$ cat src/rtl/descriptor_fetch_unit.sv
// rtl/descriptor_fetch_unit.sv - segment descriptor fetch: selector check, two-dword read, decode
//
// Purpose: accepts a 16-bit segment selector, picks the GDT or LDT by TI,
// limit-checks the index, reads the 8-byte descriptor as two 32-bit reads and
// presents decoded base / scaled limit / access byte / flags, or a null or
// fault indication carrying the i386 error code.
//
// Ports:
//   clock, reset                 clock, asynchronous active-high reset
//   req_valid/req_ready          selector request handshake; req_selector
//   gdt_base/gdt_limit           GDTR base and byte-granular limit
//   ldt_base/ldt_limit/ldt_valid LDTR cached base, scaled limit, non-null flag
//   mem_req/mem_we/mem_addr/mem_wdata/mem_ack/mem_rdata  memory port
//   desc_valid/desc_ready        result handshake
//   desc_null/desc_fault/desc_error_code/desc_base/desc_limit/desc_access/desc_flags
//
// Optional feature macro: ACCESSED_WRITEBACK_EN -- writes the accessed bit
// back to the descriptor high dword when a code/data descriptor is fetched
// with access[0] clear.

module descriptor_fetch_unit #(
    parameter int ADDR_WIDTH = 32
) (
    input  logic                  clock,
    input  logic                  reset,
    input  logic                  req_valid,
    output logic                  req_ready,
    input  logic [15:0]           req_selector,
    input  logic [31:0]           gdt_base,
    input  logic [15:0]           gdt_limit,
    input  logic [31:0]           ldt_base,
    input  logic [31:0]           ldt_limit,
    input  logic                  ldt_valid,
    output logic                  mem_req,
    output logic                  mem_we,
    output logic [ADDR_WIDTH-1:0] mem_addr,
    output logic [31:0]           mem_wdata,
    input  logic                  mem_ack,
    input  logic [31:0]           mem_rdata,
    output logic                  desc_valid,
    input  logic                  desc_ready,
    output logic                  desc_null,
    output logic                  desc_fault,
    output logic [15:0]           desc_error_code,
    output logic [31:0]           desc_base,
    output logic [31:0]           desc_limit,
    output logic [7:0]            desc_access,
    output logic [3:0]            desc_flags
);

`ifdef ACCESSED_WRITEBACK_EN
    typedef enum logic [2:0] {
        IDLE, CHECK, READ_LO, READ_HI, WRITEBACK, DONE
    } state_t;
`else
    typedef enum logic [2:0] {
        IDLE, CHECK, READ_LO, READ_HI, DONE
    } state_t;
`endif

    state_t state_q, state_d;

    logic [15:0]           sel_q;
    logic [ADDR_WIDTH-1:0] addr_q;
    logic [31:0]           lo_q;
    logic [31:0]           hi_q;
    logic                  null_q;
    logic                  fault_q;

    // Selector classification, evaluated against the registered selector in CHECK.
    logic        sel_ti;
    logic        sel_is_null;
    logic [31:0] table_base;
    logic [31:0] table_limit;
    logic [31:0] index_top;
    logic [31:0] table_addr;
    logic        ldt_fault;
    logic        limit_fault;
    logic [ADDR_WIDTH-1:0] addr_hi;

    assign sel_ti      = sel_q[2];
    assign sel_is_null = (sel_q[15:2] == 14'd0);
    assign table_base  = sel_ti ? ldt_base  : gdt_base;
    assign table_limit = sel_ti ? ldt_limit : {16'h0000, gdt_limit};
    // Last byte of the 8-byte descriptor must lie within the table limit.
    assign index_top   = {16'h0000, sel_q[15:3], 3'b111};
    assign table_addr  = table_base + {16'h0000, sel_q[15:3], 3'b000};
    assign ldt_fault   = sel_ti && !ldt_valid;
    assign limit_fault = (index_top > table_limit);
    assign addr_hi     = addr_q + ADDR_WIDTH'(4);

    always_ff @(posedge clock or posedge reset) begin
        if (reset) begin
            state_q <= IDLE;
        end else begin
            state_q <= state_d;
        end
    end

    always_comb begin
        state_d   = state_q;
        req_ready = 1'b0;
        mem_req   = 1'b0;
        mem_we    = 1'b0;
        mem_addr  = '0;
        mem_wdata = 32'h0;
        case (state_q)
            IDLE: begin
                req_ready = 1'b1;
                if (req_valid) state_d = CHECK;
            end
            CHECK: begin
                if (sel_is_null || ldt_fault || limit_fault) state_d = DONE;
                else                                         state_d = READ_LO;
            end
            READ_LO: begin
                mem_req  = 1'b1;
                mem_addr = addr_q;
                if (mem_ack) state_d = READ_HI;
            end
            READ_HI: begin
                mem_req  = 1'b1;
                mem_addr = addr_hi;
`ifdef ACCESSED_WRITEBACK_EN
                // S = 1 and accessed clear: the descriptor needs its A bit set.
                if (mem_ack) state_d = (mem_rdata[12] && !mem_rdata[8]) ? WRITEBACK : DONE;
`else
                if (mem_ack) state_d = DONE;
`endif
            end
`ifdef ACCESSED_WRITEBACK_EN
            WRITEBACK: begin
                mem_req   = 1'b1;
                mem_we    = 1'b1;
                mem_addr  = addr_hi;
                mem_wdata = hi_q | 32'h0000_0100;
                if (mem_ack) state_d = DONE;
            end
`endif
            DONE: begin
                if (desc_ready) state_d = IDLE;
            end
            default: state_d = IDLE;
        endcase
    end

    always_ff @(posedge clock or posedge reset) begin
        if (reset) begin
            sel_q   <= 16'h0;
            addr_q  <= '0;
            lo_q    <= 32'h0;
            hi_q    <= 32'h0;
            null_q  <= 1'b0;
            fault_q <= 1'b0;
        end else begin
            case (state_q)
                IDLE: begin
                    if (req_valid) begin
                        sel_q   <= req_selector;
                        lo_q    <= 32'h0;
                        hi_q    <= 32'h0;
                        null_q  <= 1'b0;
                        fault_q <= 1'b0;
                    end
                end
                CHECK: begin
                    if (sel_is_null)                     null_q  <= 1'b1;
                    else if (ldt_fault || limit_fault)   fault_q <= 1'b1;
                    else                                 addr_q  <= ADDR_WIDTH'(table_addr);
                end
                READ_LO: if (mem_ack) lo_q <= mem_rdata;
                READ_HI: if (mem_ack) hi_q <= mem_rdata;
`ifdef ACCESSED_WRITEBACK_EN
                // Reflect the written accessed bit in the reported access byte.
                WRITEBACK: if (mem_ack) hi_q[8] <= 1'b1;
`endif
                default: ;
            endcase
        end
    end

    // Result fields are only driven while presenting, so nothing partial leaks out.
    logic [19:0] raw_limit;
    assign raw_limit = {hi_q[19:16], lo_q[15:0]};

    assign desc_valid      = (state_q == DONE);
    assign desc_null       = desc_valid && null_q;
    assign desc_fault      = desc_valid && fault_q;
    assign desc_error_code = (desc_valid && fault_q) ? (sel_q & 16'hFFFC) : 16'h0000;
    assign desc_base       = desc_valid ? {hi_q[31:24], hi_q[7:0], lo_q[31:16]} : 32'h0;
    assign desc_limit      = !desc_valid ? 32'h0 :
                             hi_q[23]    ? {raw_limit, 12'hFFF} : {12'h000, raw_limit};
    assign desc_access     = desc_valid ? hi_q[15:8]  : 8'h00;
    assign desc_flags      = desc_valid ? hi_q[23:20] : 4'h0;

endmodule
$ cat config.mk
export PLATFORM = sky130hd
export DESIGN_NAME = descriptor_fetch_unit
export DESIGN_NICKNAME = d
export VERILOG_FILES = /design/src/rtl/descriptor_fetch_unit.sv
export SDC_FILE = /design/constraint.sdc
export NUM_CORES = 1
export LEC_CHECK = 0
export BUFFER_PORTS_ARGS = -buffer_cell sky130_fd_sc_hd__buf_2
export CORE_ASPECT_RATIO = 1.4
export CORE_MARGIN = 3
export CORE_UTILIZATION = 50
export DETAILED_ROUTE_END_ITERATION = 8
export PLACE_DENSITY_LB_ADDON = 0.1
export SYNTH_ARGS = -nofsm -noshare
export SYNTH_HDL_FRONTEND = slang
export SYNTH_SLANG_ARGS = --single-unit
export TNS_END_PERCENT = 30
$ cat constraint.sdc
create_clock -name clock -period 5.7 [get_ports clock]
set_input_delay 1.71 -clock clock [delete_from_list [all_inputs] [get_ports clock]]
set_output_delay 1.71 -clock clock [all_outputs]
set_load 0.01 [all_outputs]
; After elaboration in Yosys (flattened, before gate mapping)
; Cells that the tools add are included.
[totals]
reg_bits = 117
in_bits = 166
output_inout_bits = 162
[classes]
addsub = 2
n_lt_le_gt_ge = 1
n_eq_ne = 11
n_mux = 27
bitwise_logic = 2
reduce_logical = 20
[op_table]
columns = op, count
row1 = 32-bit 2-to-1 mux, 7
row2 = 32-bit case mux with 2 select lines, 3
row3 = 32-bit by 16-bit adder with 32-bit output, 1
row4 = "32-bit by 3-bit adder with 32-bit output, second input constant", 1
row5 = 16-bit by 32-bit > comparator with 1-bit output, 1
row6 = 16-bit 2-to-1 mux, 1
row7 = 3-bit 2-to-1 mux, 5
row8 = 3-bit case mux with 5 select lines, 1
row9 = 14-bit zero test, 1
row10 = "2-bit != test, second input constant", 6
row11 = 3-bit AND reduction, 4
row12 = 8-bit 2-to-1 mux, 1
row13 = 4-bit AND reduction, 2
row14 = "3-bit by 2-bit == test with 1-bit output, second input constant", 2
row15 = 1-bit 2-to-1 mux, 6
row16 = 2-bit nonzero test, 3
row17 = 4-bit 2-to-1 mux, 1
row18 = 1-bit case mux with 2 select lines, 2
row19 = "3-bit by 1-bit == test with 1-bit output, second input constant", 1
row20 = "3-bit == test, second input constant", 1
row21 = 1-bit logical AND, 3
row22 = 3-bit zero test, 1
row23 = 1-bit logical OR, 3
row24 = "2-bit by 1-bit != test with 1-bit output, second input constant", 1
row25 = 4 further kinds, 5

; Depth between registers and ports, before layout
; Gate-level depths: netlist of the first run.
[logic_depth]
word_depth = 6
ltp_mapped = 15
depth_no_buf = 10

; Least setup slack after synthesis of the first run
; Ideal clock, no wire load.
[synth_path]
kind = input port to flip-flop
startpoint = input ldt_base[3]
endpoint = register addr_q[15]
setup_ps = 133
t_arrival_ps = 4161
required_time_ps = 5567
slack_ps = 1406
path_stages = 10
path_buffers = 0
path_cell_list = mux2_2 > ha_1 > fa_1 > a211oi_1 > o21ai_0 > a2111oi_2 > nor2_1 > a221oi_1 > xor2_1 > o21ai_0
[synth_between]
elab_chain_cells = 2
[synth_rtl]
columns = item, line
row1 = from (decl), 31  ; input logic [31:0] ldt_base,
row2 = 32-bit 2-to-1 mux, 83  ; assign table_base = sel_ti ? ldt_base : gdt_base;
row3 = 32-bit by 16-bit adder with 32-bit output, 87  ; assign table_addr = table_base + {16'h0000, sel_q[15:3], 3'b000};
row4 = to (signal assigned), 169  ; else addr_q <= ADDR_WIDTH'(table_addr);
row5 = to (decl), 64  ; logic [ADDR_WIDTH-1:0] addr_q;
; No other way between the ends.
; A chain may end at the register's enable or synchronous reset.

; Worst setup path in the final report of the first run
[layout_path]
startpoint = register state_q[0]
endpoint = output desc_error_code[3]
[layout_between]
elab_chain_cells = 3
[layout_rtl]
columns = item, line
row1 = from (decl), 61  ; state_t state_q, state_d;
row2 = from (signal assigned), 96  ; state_q <= state_d;
row3 = 3-bit == test, 186  ; assign desc_valid = (state_q == DONE);
row4 = 1-bit logical AND, 189  ; assign desc_error_code = (desc_valid && fault_q) ? (sel_q & 16'hFFFC) : 16'h0000;
row5 = 16-bit 2-to-1 mux, 189
row6 = to (decl), 44  ; output logic [15:0] desc_error_code,
; No other way between the ends.

==> results of run 1 <==
metal layers:
metal  track usage  wire length [microns]  part of all wire  vias to the layer above
met3       0.07140                   1731             0.068                       55
met4        0.1397                   1150             0.045                        4
met2        0.4822                  12860              0.50                      296
met1        0.3323                   9750              0.38                     3655
li1              -                      -                 -                     3890
met5             0                     14           0.00055                        -
cells in the mapped netlist, drive strengths merged, types with 13 or more instances:
| cell type | count |
|---|---|
| or3 | 13 |
| buf | 43 |
| xor2 | 20 |
| dfrtp | 115 |
| o21ai | 108 |
| nand2 | 188 |
| clkbuf | 51 |
| nor2 | 75 |
| mux2 | 31 |
| nand3 | 24 |
| mux2i | 38 |
| xnor2 | 18 |
| a21oi | 24 |
| inv | 19 |
| ha | 27 |
| and3 | 80 |
sequential cells by signal, summed over array words and instances, names as in the netlist:
name     cells
addr_q      32
fault_q      1
hi_q        32
lo_q        32
null_q       1
sel_q       14
state_q      3
cell type report:
cell class                 count  share of cell area
antenna                        3           0.0007454
inverter                      20            0.007703
tap                          196             0.02435
clock buffer                  17             0.04224
multi-input combinational    791              0.4709
clock inverter                15             0.01590
sequential                   115              0.2859
timing repair buffer         301              0.1523
worst paths after layout:
| kind | cells after the start | to |
|---|---|---|
| min in group asynchronous | 2 | hi_q[31] |
| worst min register to register | 2 | hi_q[25] |
| worst max-delay path | 7 | desc_error_code[3] |
| worst max register to register | 10 | addr_q[15] |
| worst min-delay path | 2 | hi_q[25] |
| max in group asynchronous | 3 | sel_q[2] |
power by group:
part | total (uW) | internal (uW) | switching [uW]
Combinational | 2430 | 970 | 1460
Clock | 1060 | 621 | 442
Sequential | 1650 | 1170 | 483
stage by stage:
step	util	instances	power (uW)
floorplan	-	1020	3296
detailed placement	0.6046	1423	4078
finish	0.6425	1458	5148
global route	0.6423	1457	5558
CTS	0.6420	1455	5160
global placement	0.6046	1423	4013
cell families after synthesis:
group / after synthesis / synth area share
simple gates: 434 / 0.2535
flops: 115 / 0.3585
compound gates: 187 / 0.1386
xor+xnor: 38 / 0.04240
other cells: 1 / 0.0004672
buf+inv: 114 / 0.07108
fa+ha+maj: 28 / 0.04458
mux: 69 / 0.09088
cell usage in the layout, fill, tap and decap left out, drive strengths merged, types with 29 or more instances in the layout:
cell type	n
dfrtp	115
inv	29
o21ai	108
conb	35
mux2	31
nand2	188
nor2	75
mux2i	38
and3	80
buf	301
critical path: stages, from the launching register on:
cell and delay (ns):
dfrtp_1 0.62, nor2_2 0.19, buf_4 0.40, nand2_1 0.10, buf_4 0.24, inv_1 0.54, and3_1 0.31, buf_2 0.15
==> results.yml, run 1 <==
synthesis:
  synth_edf_count: 0
  netlist-cell-type-count: 59
  synth.top_cell.area_share: 0.3585
  synth.yosys.seq_area_share: 0.3585
  syn_area_per_cell_sq_um: 8.140
  syn_inst: 986
  synthFlopType: "dfrtp_1"
  yosysWarnings: 0
  syn_area_sq_um: 8026
  yosysTopAreaCell: "dfrtp_1"
  synth.area.top_cells: "dfrtp_1 (36%), nand2_1 (8.8%), o21ai_0 (6.6%)"
  ys_ff_latch: 115
  async_flop_share: 1.000
clock_network:
  clkTransAtPathRegs_ns: 0.07
  cts_hold_buffers: 0
  htreeDepth: 4
  cts_tree: "done"
  cts_root_buf: "clkbuf_16"
  cts_resized: 0
  cts.sinks: 115
  clock_latency_ns: 0.41
  post-cts-setup-buffers: 0
  cts_buffers: 17
  clockBufferDepth: 2
drt:
  ant_nets: 0
  finalWirelength_mm: 25.50
  drc: 0
  via_per_inst: 5.418
  wire_per_inst_microns: 17.49
  vias: 7900
  drt_iter0_drc: 422
  drt-pass1-iter-count: 5
timing:
  timing.setup.tns_ns: 0
  skew_ns: 0.008435
  fin_ws_ns: 1.007
  hold_viol_final: 0
  fmax_mhz: 213.1
  worst_pin_slew_ns: 1.168
  rsz0062_at_grt: "false"
  drv_slew: 0
  fin_crit_sh: 0.8233
  slew_headroom: 0.2215
  worst_hold_slack_ns: 0.4711
  fin_crit_ns: 4.693
  setup_viol: 0
floorplan:
  fp.dieW_microns: 113.1
  dieHeight_microns: 155.9
  io_pins: 328
  core_area_sq_um: 15680
  initial_utilization: 0.5121
  die_area_sq_um: 17630
  row_count: 54
global_route:
  grt_pass1_wl_mm: 39.61
  antenna_found_initial: 4
  grt_max_degree: 69
  grt_usage: 0.2835
  grt_overflow_total: 0
  grt_pass1_vias: 7610
critical_path:
  crit_path_start_kind: "register"
  reg2reg_from: "sel_q[2]"
  critical_path_class: "reg2out"
  crit_required_ns: 3.99
  end_kind: "primary output"
  crit_start: "state_q[0]"
  rrSetupSlack_ns: 1.54
  crit_fanout: 47
  critical_path_arrival_ns: 2.98
placed_design:
  port_buffers: 290
  dp_hpwl_mm: 19.25
  place_ws_ns: 0.8847
  place_congestion: 0.8885
  dpl_cell_area_sq_um: 9478
power:
  power_density_nw_per_um2: 511.2
  p_leak_uw: 0.005212
  max-vdd-ir-drop_mv: 0.2470
layout:
  fin_nets: 1440
  area_growth_syn_to_layout_pct: 25.47
  stdcell_area_sq_um: 10070
  register_area_sq_um: 2879
  fill_cells: 1470
  multiInputGateArea_sq_um: 4742
  drive_gt1_frac: 0.3050
status:
  status: "complete, no violations"
hold_path:
  hp-class: "reg2reg"
  hold_start: "hi_q[25]"
run:
  drv_cap: 0
No activity file was read; power rests on OpenSTA's default activity.
==> inputs of run 2 (changes only) <==
Settings changed: CORE_UTILIZATION 50 to 45.
Clock period 5.7 ns to 4.05 ns, I/O delays scaled along.
==> run 2 against run 1 <==
Critical path depth unchanged. Largest cell class unchanged. Critical path type unchanged. Non-clock buffer count increased by 15. Setup slack worse by 0.67 ns. Sequential cell count did not move. Clock power rose by 29%.
==> results.yml, run 2 (synthesis gave the netlist of run 1 again) <==
power:
  power_density_nw_per_um2: 710.9
  total_power_uw: 7285
  max-vdd-ir-drop_mv: 0.3620
  p_leak_uw: 0.005269
clock_network:
  post-cts-setup-buffers: 0
  clockBufferDepth: 2
  clkTransAtPathRegs_ns: 0.06
  clock_latency_ns: 0.41
  cts_buffers: 17
  cts_tree: "done"
  cts_root_buf: "clkbuf_16"
  htreeDepth: 4
  cts.sinks: 115
layout:
  final_cell_mix: "buf_2 (290), nand2_1 (188), dfrtp_1 (114)"
  fin_nets: 1455
  top_regs: "addr_q x32, hi_q x32, lo_q x32"
  multiInputGateArea_sq_um: 4746
  drive_gt1_frac: 0.3142
  area_growth_syn_to_layout_pct: 27.69
  register_area_sq_um: 2879
  fin_cells: 1513
  stdcell_area_sq_um: 10250
  fill_cells: 1709
  layout_commonest_cell: "buf_2"
global_route:
  grt_pass1_wl_mm: 40.30
  antenna_found_initial: 3
  grt_max_degree: 116
  grt_overflow_total: 0
  grt_pass1_vias: 7643
  grt_usage: 0.2631
floorplan:
  fp.dieW_microns: 118.9
  core_area_sq_um: 17400
  dieHeight_microns: 164.0
  io_pins: 328
  initial_utilization: 0.4612
  row_count: 57
  die_area_sq_um: 19500
timing:
  fin_crit_sh: 0.9164
  worst_pin_slew_ns: 1.031
  hold_viol_final: 0
  setup_viol: 0
  skew_ns: 0.008155
  fin_crit_ns: 3.711
  slew_headroom: 0.3128
  rsz0062_at_grt: "false"
  drv_slew: 0
  worst_hold_slack_ns: 0.4695
  fmax_mhz: 269.4
critical_path:
  crit_required_ns: 2.83
  cp_slowest_cell: "dfrtp_1"
  end_kind: "primary output"
  path_cells: "and4_1 -> and3_1 -> nor4b_2 -> nand2_1 -> or3_1 -> a21oi_1 -> buf_2"
  crit_fanout: 7
  critical_path_class: "reg2out"
  crit_path_start_kind: "register"
  critical_path_arrival_ns: 2.50
  critical-path-max-stage-delay_ns: 0.43
run:
  drv_cap: 0
hold_path:
  hp-class: "reg2reg"
drt:
  wire_per_inst_microns: 17.20
  drc: 0
  via_per_inst: 5.250
  drt-pass1-iter-count: 5
  ant_nets: 0
  drt_iter0_drc: 411
  finalWirelength_mm: 26.03
  vias: 7943
placed_design:
  port_buffers: 290
  placedCellCount: 1478
  place_congestion: 0.8891
  dp_hpwl_mm: 19.93
  dpl_cell_area_sq_um: 9689
status:
  status: "complete, no violations"
run 2: cell count changes in the layout (fill, tap and decap cells not counted), sizes merged, moves of 2 or more:
| cell | previous run | this run |
|---|---|---|
| clkinv | 3 | 5 |
| buf | 301 | 316 |
| inv | 29 | 22 |
| clkinvlp | 2 | 6 |
run 2: cell type report:
class                      count  area share
inverter                      20    0.007691
antenna                        4   0.0009767
timing repair buffer         316      0.1655
sequential                   115      0.2809
clock buffer                  18     0.04285
clock inverter                13     0.01013
tap                          236     0.02881
multi-input combinational    791      0.4631
run 2: power breakdown:
| part | total [uW] | switching, uW | internal, uW |
|---|---|---|---|
| logic | 3680 | 2180 | 1500 |
| clock network | 1370 | 571 | 801 |
| registers | 2230 | 587 | 1650 |
run 2: path summary, 6_finish.rpt:
kind	startpoint	to	slack [ns]	cells after the start
setup reg to reg	sel_q[2]	addr_q[28]	0.59	10
max in group asynchronous	reset	sel_q[2]	2.59	3
hold / removal	hi_q[4]	hi_q[4]	0.47	2
hold reg to reg	hi_q[4]	hi_q[4]	0.47	2
setup / recovery	addr_q[13]	mem_addr[30]	0.34	7
min in group asynchronous	reset	addr_q[2]	0.99	3
run 2: critical path: cells and delay by family (launching register included):
kind / cells / cell delay (ns)
AND/OR/NAND/NOR: 5 / 1.36
AO/OA/AOI/OAI: 1 / 0.15
flip-flops: 1 / 0.43
buffers and inverters: 1 / 0.15
run 2: metrics by stage:
step | setup TNS (ns) | setup WS (ns) | util
2_1_floorplan | -0.1717 | -0.1067 | -
3_3_place_gp | -0.03270 | -0.02970 | 0.5568
3_5_place_dp | -0.01504 | -0.01504 | 0.5568
4_1_cts | 0 | 0.2290 | 0.5880
5_1_grt | 0 | 0.1259 | 0.5888
6_report | 0 | 0.3385 | 0.5889
run 2: metal layers:
metal / up-vias / global-route usage / part of all wire
met2: 228 / 0.4665 / 0.52
met5: - / 0 / 0
li1: 3925 / - / -
met4: 0 / 0.1044 / 0.029
met1: 3752 / 0.3077 / 0.39
met3: 38 / 0.06097 / 0.057
run 2: what timing repair did:
item / CTS / global route
gates resized for setup: 0 / 1
hold buffers: 0 / 0
endpoints found under the hold margin: 0 / 0
setup endpoints to repair: 0 / 1
